$ cat src/rtl/mac_operand_feeder.sv
// mac_operand_feeder
// Producer-side controller for a 2-stage MAC (multiply register followed by
// accumulate register). Operand pairs are buffered in a small FIFO. Each
// dot-product job clears the MAC, streams exactly job_len pairs into it, waits
// out the pipeline, and presents the accumulated sum on a valid/ready port.
module mac_operand_feeder #(
  parameter int WIDTH     = 8,
  parameter int OUT_WIDTH = 32,
  parameter int DEPTH     = 4,
  parameter int LEN_WIDTH = 8
) (
  input  logic                 clk,
  input  logic                 rst,        // asynchronous, active low
  input  logic                 job_start,
  input  logic [LEN_WIDTH-1:0] job_len,
  output logic                 job_busy,
  input  logic                 op_valid,
  output logic                 op_ready,
  input  logic [WIDTH-1:0]     op_a,
  input  logic [WIDTH-1:0]     op_b,
  output logic [WIDTH-1:0]     mac_a,
  output logic [WIDTH-1:0]     mac_b,
  output logic                 mac_clr_n,
  input  logic [OUT_WIDTH-1:0] mac_out,
  output logic                 res_valid,
  input  logic                 res_ready,
  output logic [OUT_WIDTH-1:0] res_data
);

  localparam int AW = $clog2(DEPTH);
  localparam logic [AW:0]          PTR_ONE = {{AW{1'b0}}, 1'b1};
  localparam logic [LEN_WIDTH-1:0] LEN_ONE = {{(LEN_WIDTH-1){1'b0}}, 1'b1};
  // Edge count inside DRAIN on which the accumulator is final:
  // pop -> mac_a/mac_b -> MAC mult reg -> MAC add reg -> capture.
  localparam logic [1:0]           DRAIN_LAST = 2'd2;

  typedef enum logic [2:0] {
    S_IDLE   = 3'd0,
    S_CLEAR  = 3'd1,
    S_STREAM = 3'd2,
    S_DRAIN  = 3'd3,
    S_HOLD   = 3'd4
  } state_t;

  state_t                 r_state;
  state_t                 w_state_next;

  // FIFO: pointers carry one extra wrap bit to tell full from empty.
  logic [AW:0]            r_wr_ptr;
  logic [AW:0]            r_rd_ptr;
  logic [2*WIDTH-1:0]     r_mem [DEPTH];
  logic [2*WIDTH-1:0]     w_head;
  logic                   w_full;
  logic                   w_empty;
  logic                   w_push;
  logic                   w_pop;

  // Held low through reset so upstream cannot push until the first edge after release.
  logic                   r_rst_done;

  logic [LEN_WIDTH-1:0]   r_remaining;
  logic [1:0]             r_drain_cnt;
  logic                   w_load_len;
  logic                   w_capture;
  logic                   w_release;

  logic [WIDTH-1:0]       r_mac_a;
  logic [WIDTH-1:0]       r_mac_b;
  logic                   r_mac_clr_n;
  logic                   r_res_valid;
  logic [OUT_WIDTH-1:0]   r_res_data;

  assign w_full   = (r_wr_ptr[AW] != r_rd_ptr[AW]) &&
                    (r_wr_ptr[AW-1:0] == r_rd_ptr[AW-1:0]);
  assign w_empty  = (r_wr_ptr == r_rd_ptr);
  assign w_head   = r_mem[r_rd_ptr[AW-1:0]];

  assign op_ready = r_rst_done && !w_full;
  assign w_push   = op_valid && op_ready;

  assign job_busy  = (r_state != S_IDLE);
  assign mac_a     = r_mac_a;
  assign mac_b     = r_mac_b;
  assign mac_clr_n = r_mac_clr_n;
  assign res_valid = r_res_valid;
  assign res_data  = r_res_data;

  // Flag that opens the operand port on the first edge after reset release.
  always_ff @(posedge clk or negedge rst) begin
    if (!rst) begin
      r_rst_done <= 1'b0;
    end else begin
      r_rst_done <= 1'b1;
    end
  end

  // FIFO pointers; a reset flushes the queue by realigning them.
  always_ff @(posedge clk or negedge rst) begin
    if (!rst) begin
      r_wr_ptr <= '0;
      r_rd_ptr <= '0;
    end else begin
      if (w_push) r_wr_ptr <= r_wr_ptr + PTR_ONE;
      if (w_pop)  r_rd_ptr <= r_rd_ptr + PTR_ONE;
    end
  end

  // FIFO storage, written on every accepted operand pair.
  // NOTE: storage has no reset; an entry is only read after it was written, so
  // clearing it would buy nothing and blocks RAM inference.
  always_ff @(posedge clk) begin
    if (w_push) r_mem[r_wr_ptr[AW-1:0]] <= {op_a, op_b};
  end

  // FSM state register.
  always_ff @(posedge clk or negedge rst) begin
    if (!rst) begin
      r_state <= S_IDLE;
    end else begin
      r_state <= w_state_next;
    end
  end

  // FSM next-state and per-cycle control strobes.
  // NOTE: every output of this block gets a default before the case, so no
  // path leaves a signal unassigned and no latch is inferred; combinational
  // logic uses blocking '=', clocked state uses non-blocking '<='.
  always_comb begin
    w_state_next = r_state;
    w_pop        = 1'b0;
    w_load_len   = 1'b0;
    w_capture    = 1'b0;
    w_release    = 1'b0;
    case (r_state)
      S_IDLE: begin
        if (job_start) begin
          w_load_len   = 1'b1;
          w_state_next = S_CLEAR;
        end
      end
      S_CLEAR: begin
        w_state_next = (r_remaining != '0) ? S_STREAM : S_DRAIN;
      end
      S_STREAM: begin
        // An empty FIFO is a bubble: nothing popped, length untouched.
        if (!w_empty) begin
          w_pop = 1'b1;
          if (r_remaining == LEN_ONE) w_state_next = S_DRAIN;
        end
      end
      S_DRAIN: begin
        if (r_drain_cnt == DRAIN_LAST) begin
          w_capture    = 1'b1;
          w_state_next = S_HOLD;
        end
      end
      S_HOLD: begin
        if (r_res_valid && res_ready) begin
          w_release    = 1'b1;
          w_state_next = S_IDLE;
        end
      end
      default: begin
        w_state_next = S_IDLE;
      end
    endcase
  end

  // Remaining-pair counter and the fixed-length pipeline drain counter.
  always_ff @(posedge clk or negedge rst) begin
    if (!rst) begin
      r_remaining <= '0;
      r_drain_cnt <= '0;
    end else begin
      if (w_load_len) begin
        r_remaining <= job_len;
      end else if (w_pop) begin
        r_remaining <= r_remaining - LEN_ONE;
      end
      if (r_state == S_DRAIN) begin
        r_drain_cnt <= r_drain_cnt + 2'd1;
      end else begin
        r_drain_cnt <= '0;
      end
    end
  end

  // MAC drive: operands only on pop edges, zeros otherwise so idle cycles add
  // nothing; clear is low exactly for the CLEAR cycle.
  always_ff @(posedge clk or negedge rst) begin
    if (!rst) begin
      r_mac_a     <= '0;
      r_mac_b     <= '0;
      r_mac_clr_n <= 1'b0;
    end else begin
      if (w_pop) begin
        r_mac_a <= w_head[2*WIDTH-1:WIDTH];
        r_mac_b <= w_head[WIDTH-1:0];
      end else begin
        r_mac_a <= '0;
        r_mac_b <= '0;
      end
      r_mac_clr_n <= (w_state_next != S_CLEAR);
    end
  end

  // Result port: capture the accumulator once, hold until the handshake.
  always_ff @(posedge clk or negedge rst) begin
    if (!rst) begin
      r_res_valid <= 1'b0;
      r_res_data  <= '0;
    end else begin
      if (w_capture) begin
        r_res_valid <= 1'b1;
        r_res_data  <= mac_out;
      end else if (w_release) begin
        r_res_valid <= 1'b0;
      end
    end
  end

endmodule

$ cat config.mk
export PLATFORM = sky130hd
export DESIGN_NAME = mac_operand_feeder
export DESIGN_NICKNAME = d
export VERILOG_FILES = /design/src/rtl/mac_operand_feeder.sv
export SDC_FILE = /design/constraint.sdc
export NUM_CORES = 1
export LEC_CHECK = 0
export CAP_MARGIN = 20
export CORE_ASPECT_RATIO = 2
export CORE_UTILIZATION = 30
export DETAILED_ROUTE_END_ITERATION = 12
export SYNTH_ARGS = -nofsm -noshare
export SYNTH_HDL_FRONTEND = slang
export SYNTH_SLANG_ARGS = --single-unit
$ cat constraint.sdc
create_clock -name clk -period 3 [get_ports clk]
set_input_delay 0.3 -clock clk [delete_from_list [all_inputs] [get_ports clk]]
set_output_delay 0.3 -clock clk [all_outputs]
set_load 0.05 [all_outputs]
==> results of run 1 <==
flip-flops by register name, indices dropped and copies added (netlist names):
register	cells
res_data	32
r_drain_cnt	2
r_state	3
r_rst_done	1
mac_clr_n	1
mac_a	8
mac_b	8
r_wr_ptr	3
r_mem	64
r_rd_ptr	3
r_remaining	8
res_valid	1
cell usage in the layout, fill, tap and decap left out, types with 2 or more instances in the layout:
| cell | netlist | layout |
|---|---|---|
| clkinv_2 | 0 | 3 |
| xor2_1 | 5 | 5 |
| mux4_2 | 16 | 16 |
| or3_1 | 6 | 6 |
| nor3_1 | 5 | 5 |
| bufinv_16 | 0 | 2 |
| buf_4 | 1 | 10 |
| o211ai_1 | 4 | 4 |
| inv_6 | 0 | 4 |
| mux2_2 | 34 | 34 |
| inv_1 | 10 | 10 |
| mux2i_1 | 2 | 2 |
| dfrtp_1 | 70 | 70 |
| nor2b_1 | 16 | 16 |
| nand2_1 | 11 | 11 |
| clkinv_4 | 0 | 2 |
| edfxtp_1 | 64 | 64 |
| ha_1 | 9 | 9 |
| clkbuf_16 | 0 | 17 |
| a31oi_1 | 3 | 3 |
| o21ai_0 | 5 | 5 |
| nor2_1 | 10 | 10 |
| nand3_1 | 5 | 5 |
| clkdlybuf4s50_1 | 0 | 110 |
| and3_1 | 5 | 5 |
| xnor2_1 | 3 | 3 |
logic make-up (layout without fill, tap and decap cells):
family | after synthesis | count (layout) | synth area share [%]
AO/OA/AOI/OAI | 17 | 17 | 2.502
XOR/XNOR | 8 | 8 | 1.347
adder cells (fa/ha/maj) | 9 | 9 | 2.165
buffers and inverters | 23 | 163 | 1.804
flip-flops | 134 | 134 | 70.63
multiplexers | 52 | 52 | 14.67
other | 1 | 1 | 0.07210
AND/OR/NAND/NOR | 65 | 65 | 6.808
metrics by stage:
step	setup slack (ns)	cell area [µm²]	std cells	hold slack, ns
floorplan	0.6366	5201	309	0.004409
detailed placement	0.7846	6603	624	0.4330
CTS	0.6839	7192	656	0.05391
global route	0.6157	7192	656	0.08900
global placement	0.8539	6603	624	0.4188
finish	0.7110	7192	656	0.008455
final timing paths:
kind                                startpoint              to  cells after the start
worst max-delay path                r_state[2]        job_busy                      2
worst min-delay path                       rst    res_data[11]                      1
worst max register to register     r_wr_ptr[0]     r_mem[3][2]                      4
worst min register to register  r_drain_cnt[0]  r_drain_cnt[0]                      1
max in group asynchronous                  rst        mac_a[0]                      1
min in group clk                r_drain_cnt[0]  r_drain_cnt[0]                      1
cell type report:
| cell class | instances | area (µm²) |
|---|---|---|
| clock buffers | 19 | 442.9 |
| clock inverters | 13 | 146.4 |
| fillers | 1552 | 9658 |
| inverters | 10 | 37.54 |
| multi-input cells | 152 | 1436 |
| flip-flops and latches | 134 | 3674 |
| well taps | 207 | 259.0 |
| repair buffers | 121 | 1196 |
layer usage:
layer	wire [µm]	share of wire [%]	global-route usage, %
met3	507	4.8	3.471
met2	6335	60	25.00
met4	167	1.6	5.653
met1	3539	34	12.05
met5	0	0	0
report_power, final:
| group | switching, mW | internal (mW) |
|---|---|---|
| clock | 0.784 | 1.26 |
| sequential | 0.287 | 2.49 |
| combinational | 2.07 | 1.37 |
worst max-delay path: cells and delay by family, from the launching register on:
| kind | cells | cell delay [ns] |
|---|---|---|
| buffers and inverters | 1 | 0.71 |
| flip-flops | 1 | 0.47 |
| AND/OR/NAND/NOR | 1 | 0.41 |
==> results.cfg, run 1 <==
[global_route]
grt_max_degree = 71
grt_usage_pct = 12.96
grt_pass1_wl_um = 17230
grt_antenna_before_repair = 0
grt_pass1_vias = 3441
grt-ovfl-total = 0

[timing]
rsz0062_at_grt = false
fin_crit_sh_pct = 76.30
hold_violations = 0
drv_slew = 0
final-setup-viol-count = 0
worstMarginPinSlew_ns = 0.8919
tns_ns = 0
fmax_mhz = 436.9
min_period_ns = 2.289
slew_headroom_pct = 40.54
finClkSkew_ns = 0.009811

[placed_design]
dp_hpwl_um = 7543
io_buffers = 112
gp_congestion = 0.7351

[floorplan]
die_h_um = 188.2
dieArea_mm2 = 0.01790
start_util_pct = 30.87
fp.dieW_um = 95.11
core_mm2 = 0.01685
io_pins = 113
rows = 67

[clocking]
cts.htree.levels = 4
cts.sinks = 134
clk_pin_slew_worst_paths_ns = 0.06
numCtsBuffers = 17
cts_buffer_depth = 2
ctsResizeCount = 0
clkLatencyLatePin_ns = 0.40
root_buffer = clkbuf_16
cts_tree = done
postCtsHoldBufs = 0
post_cts_buffers = 0

[synth]
synth_most_common_cell = dfrtp_1
ys_warn_count = 0
ys_types = 35
yosys-top-cells-count = dfrtp_1, edfxtp_1, mux2_2, mux4_2, nor2b_1
synth_ff_type = dfrtp_1
synth_seq_cells = 134
synthTopCellsByArea = edfxtp_1, dfrtp_1, mux2_2
yosys.area.top_type = edfxtp_1
syn-cell-area_mm2 = 0.005201
netlist.area_leader.share_pct = 36.95
async_flop_share_pct = 52.24
synth_edf_count = 64
yosysSeqAreaShare_pct = 70.63
syn_avg_cell_area_um2 = 16.83
syn_nets = 379
synth_cells = 309

[final_layout]
diodes = 0
syn2layout_area_growth_pct = 38.27
final_nets = 506
final_core_util_pct = 42.68
layout-drive-gt1-share_pct = 21.60

[critical_path]
cp_data_arrival_time_ns = 1.99
r2r_slack_ns = 0.80
slowest_stage = clkdlybuf4s50_1
crit_chain = or3_1 > clkdlybuf4s50_1
crit_fanout = 10
cp.required_ns = 2.70
cp-end-kind = output port
start_kind = register
cpPeakStageDelay_ns = 0.71
critical_path_class = register to output port

[drt]
num_vias = 2999
first_iter_violations = 96
via_per_inst = 4.572
wirelength_um = 10550
ant_nets = 0
drc = 0
wire_per_inst_um = 16.08
first_pass_iters = 4

[power_and_ir_drop]
p_leak_nw = 2.763
irDropWorstVdd_mv = 0.4584
p_per_area_mw_per_mm2 = 1148
power_mw = 8.256

[status]
status = complete, no violations

[hold_path]
hold_path.class = input port to asynchronous set/reset pin

[flow_run]
drv_cap = 0
Note: power is estimated with default switching activity, not from simulation.
==> run 2, diff against run 1 <==
==> constraint.sdc (replaced) <==
create_clock -name clk -period 2.2 [get_ports clk]
set_input_delay 0.22 -clock clk [delete_from_list [all_inputs] [get_ports clk]]
set_output_delay 0.22 -clock clk [all_outputs]
set_load 0.05 [all_outputs]
==> results.cfg, run 2 (synthesis gave the netlist of run 1 again) <==
[floorplan]
io_pins = 113
start_util_pct = 30.87
core_mm2 = 0.01685
dieArea_mm2 = 0.01790
die_h_um = 188.2
fp.dieW_um = 95.11
rows = 67

[clocking]
clk_pin_slew_worst_paths_ns = 0.06
numCtsBuffers = 17
cts.sinks = 134
root_buffer = clkbuf_16
clkLatencyLatePin_ns = 0.42
cts_buffer_depth = 2
cts_tree = done
cts.htree.levels = 4
post_cts_buffers = 0

[critical_path]
crit_fanout = 16
crit_chain = xor2_1 > o31a_2 > and3_1
cp_data_arrival_time_ns = 2.04
slowest_stage = and3_1
cp-end-kind = register
cp_top_family = simple AND/OR/NAND/NOR gates
cp.required_ns = 2.24
critPathBufInv = 0
critical_path_class = register to register
cpPeakStageDelay_ns = 0.74
start_kind = register

[final_layout]
final_nets = 507
largest_reg_flops = 64
seqCellArea_mm2 = 0.003674
fillers = 1528
diodes = 0
syn2layout_area_growth_pct = 38.47
multi_input_area_mm2 = 0.001436
layout_commonest_cell = clkdlybuf4s50_1
final_area_mm2 = 0.007202
layout_common_cells = clkdlybuf4s50_1, dfrtp_1, edfxtp_1, mux2_2, clkbuf_16
layout-drive-gt1-share_pct = 21.78
final_core_util_pct = 42.74

[drt]
num_vias = 3038
first_pass_iters = 4
via_per_inst = 4.624
wire_per_inst_um = 16.07
first_iter_violations = 114
drc = 0
wirelength_um = 10560
ant_nets = 0

[power_and_ir_drop]
p_sw_share_pct = 38.27
p_leak_nw = 2.749
power_frac_seq_pct = 33.8
p_switching_mw = 4.286
p_int_mw = 6.913
p_per_area_mw_per_mm2 = 1555
power_frac_clock_pct = 24.0
power_mw = 11.20
irDropWorstVdd_mv = 0.4676
combPwrFrac_pct = 42.3

[timing]
fmax_mhz = 500.6
tns_ns = 0
holdWs_ns = 0.3578
hold_violations = 0
min_period_ns = 1.997
final-setup-viol-count = 0
slew_headroom_pct = 43.01
worstMarginPinSlew_ns = 0.8548
finClkSkew_ns = 0.006531
rsz0062_at_grt = false
fin_crit_sh_pct = 90.79
drv_slew = 0

[global_route]
grt_pass1_vias = 3318
grt_antenna_before_repair = 0
grt_pass1_wl_um = 16540
grt_usage_pct = 12.73
grt_max_degree = 71
grt-ovfl-total = 0

[flow_run]
drv_cap = 0

[placed_design]
place_area_mm2 = 0.006628
dp_hpwl_um = 7314
io_buffers = 112
gp_congestion = 0.7527

[status]
status = complete, no violations

[hold_path]
hold_path.class = input port to asynchronous set/reset pin
==> run 2: cell types whose count changed in the layout (fill, tap and decap cells not counted), sizes merged <==
cell / previous run / this run
clkinvlp: 1 / 4
inv: 15 / 13
bufinv: 2 / 1
clkbuf: 19 / 18
clkdlybuf4s50: 110 / 109
clkinv: 5 / 6
dlygate4sd2: 0 / 1
dlygate4sd3: 0 / 1
==> run 2: worst paths after layout <==
path                                      from              to  slack [ns]  cells past startpoint
worst min-delay path                       rst     res_data[3]        0.36                      3
worst max register to register     r_wr_ptr[0]     r_mem[1][8]        0.20                      3
min in group clk                    job_len[5]  r_remaining[5]        0.39                      3
max in group asynchronous                  rst    res_data[27]        1.53                      3
worst max-delay path               r_wr_ptr[0]     r_mem[1][8]        0.20                      3
worst min register to register  r_drain_cnt[0]  r_drain_cnt[0]        0.45                      1
==> run 2: power by group through the flow <==
stage	Clock (mW)	Combinational, mW	Sequential [mW]
after floorplan	0	1.66	5.31
after global placement	0	4.75	3.80
after detailed placement	0	4.81	3.84
after CTS	2.76	4.82	3.79
after global routing	2.84	5.07	3.88
final	2.68	4.73	3.78
==> run 2: repair_timing <==
action                                  CTS  global route
hold buffers                              1             0
endpoints found under the hold margin    70             0
resized for setup                         1             0
endpoints found under the setup margin    1             0
==> run 2: per-stage QoR <==
stage / instances / setup WS (ns)
final: 657 / 0.2025
after global routing: 657 / 0.01633
after CTS: 657 / 0.1252
after detailed placement: 624 / 0.1247
after global placement: 624 / 0.2570
after floorplan: 309 / 0.08049
==> run 2: worst reg2reg max path, cell delays in order, from the launching register on <==
cell and delay, ns:
dfrtp_1 0.44, xor2_1 0.22, o31a_2 0.23, and3_1 0.74
==> run 2: cell type report <==
class,count,area share [%]
Clock inverter,14,1.755
Timing Repair Buffer,122,17.08
Sequential cell,134,51.01
Inverter,10,0.5212
Multi-Input combinational cell,152,19.94
Tap cell,207,3.596
Clock buffer,18,6.098
==> run 2: routing by layer <==
metal,GRT usage (%),up-vias,wire length [µm]
met1,11.41,1538,3468
li1,-,1394,-
met4,6.585,0,297
met5,0,-,0
met2,24.29,84,6235
met3,3.753,22,558
==> run 3, diff against run 2 <==
--- a/config.mk
+++ b/config.mk
@@ -7,8 +7,10 @@
 export LEC_CHECK = 0
 export CAP_MARGIN = 20
 export CORE_ASPECT_RATIO = 2
-export CORE_UTILIZATION = 30
+export CORE_UTILIZATION = 50
 export DETAILED_ROUTE_END_ITERATION = 12
+export PLACE_DENSITY = 0.79
+export SLEW_MARGIN = 20
 export SYNTH_ARGS = -nofsm -noshare
 export SYNTH_HDL_FRONTEND = slang
 export SYNTH_SLANG_ARGS = --single-unit
==> results.cfg, run 3 (synthesis gave the netlist of run 1 again) <==
[clocking]
cts.htree.levels = 4
cts.sinks = 134
clkLatencyLatePin_ns = 0.40
root_buffer = clkbuf_16
clk_pin_slew_worst_paths_ns = 0.06
cts_buffer_depth = 2
cts_tree = done
numCtsBuffers = 17

[timing]
fmax_mhz = 482.6
worstMarginPinSlew_ns = 0.7842
hold_violations = 0
finClkSkew_ns = 0.006577
slew_headroom_pct = 47.72
final-setup-viol-count = 0
fin_crit_sh_pct = 94.19
holdWs_ns = 0.3385
min_period_ns = 2.072
rsz0062_at_grt = false
drv_slew = 0
tns_ns = 0

[global_route]
grt_pass1_wl_um = 15940
grt_pass1_vias = 3312
grt-ovfl-total = 0
grt_antenna_before_repair = 0
grt_max_degree = 71
grt_usage_pct = 20.36

[critical_path]
crit_fanout = 16
start_kind = register
critical_path_class = register to register
ff2ff_path_depth = 3
cp_data_arrival_time_ns = 2.10
cp.required_ns = 2.23
cp-end-kind = register

[drt]
first_iter_violations = 145
via_per_inst = 5.130
num_vias = 3001
first_pass_iters = 4
wirelength_um = 9978
wire_per_inst_um = 17.06
ant_nets = 0
drc = 0

[final_layout]
diodes = 0
fillers = 680
layout_common_cells = clkdlybuf4s50_1, dfrtp_1, edfxtp_1, mux2_2, clkbuf_16
layout-drive-gt1-share_pct = 21.78
fin_cells = 585
final_nets = 507
final_core_util_pct = 70.89
syn2layout_area_growth_pct = 37.45
largest_reg_flops = 64
layout_commonest_cell = clkdlybuf4s50_1

[floorplan]
die_h_um = 146.2
fp.dieW_um = 74.12
core_mm2 = 0.01008
dieArea_mm2 = 0.01084
rows = 52
start_util_pct = 51.58
io_pins = 113

[power_and_ir_drop]
p_leak_nw = 2.772
p_per_area_mw_per_mm2 = 1590
irDropWorstVdd_mv = 0.8981

[placed_design]
dp_hpwl_um = 7064
gp_congestion = 0.7681
io_buffers = 112
dp.cells = 552

[flow_run]
drv_cap = 0

[status]
status = complete, no violations

[hold_path]
hold_path.class = input port to asynchronous set/reset pin
-- run 3: changes by cell type in the layout (fill, tap and decap cells not counted), moves of 2 or more --
cell        delta
bufinv_16      +3
clkinvlp_4     -2
inv_6          -3
and3_1         -2
and3_2         +2
-- run 3: layout make-up --
type                       instances  area (µm²)  area share [%]
clock buffer                      18       429.2           6.003
multi-input combinational        152        1439           20.13
inverter                          10       37.54          0.5250
sequential                       134        3674           51.38
clock inverter                    14       183.9           2.573
tap                              135       168.9           2.363
timing repair buffer             122        1217           17.03
-- run 3: where the power goes --
group	switching, mW	internal, mW	leakage (nW)
registers	0.384	3.40	1.41
logic	2.84	1.87	1.06
clock network	0.988	1.88	0.295
total	4.21	7.16	2.77
-- run 3: path summary, 6_finish.rpt --
path | from | endpoint | slack (ns)
worst max-delay path | r_wr_ptr[1] | r_mem[2][15] | 0.13
worst min-delay path | rst | mac_a[6] | 0.34
worst max register to register | r_wr_ptr[1] | r_mem[2][15] | 0.13
worst min register to register | r_drain_cnt[0] | r_drain_cnt[0] | 0.43
max in group asynchronous | rst | mac_b[7] | 1.52
min in group clk | job_len[6] | r_remaining[6] | 0.37
-- run 3: repair_timing --
item	in CTS	in global routing
setup buffers	0	0
endpoints found under the hold margin	70	0
hold buffers	1	0
resized for setup	1	2
pin swaps	0	0
setup endpoints to repair	1	32
-- run 3: stage by stage --
stage	total power [mW]	setup WS [ns]	instance area (µm²)
global route	11.90	0.004319	7149
finish	11.37	0.1279	7149
detailed placement	8.597	0.05640	6525
floorplan	6.976	0.08049	5204
global placement	8.413	0.1523	6525
CTS	11.49	0.05331	7147
-- run 3: layer usage --
layer | global-route usage (%) | vias up | part of all wire, %
li1 | - | 1392 | -
met1 | 18.86 | 1509 | 33
met2 | 38.77 | 81 | 60
met3 | 4.831 | 19 | 4.1
met4 | 9.904 | 0 | 2.4
met5 | 0 | - | 0
-- run 3: critical path: stages, from the launching register on --
cell and delay [ns]:
dfrtp_1 0.43, xor2_1 0.32, o31a_2 0.26, and3_1 0.68
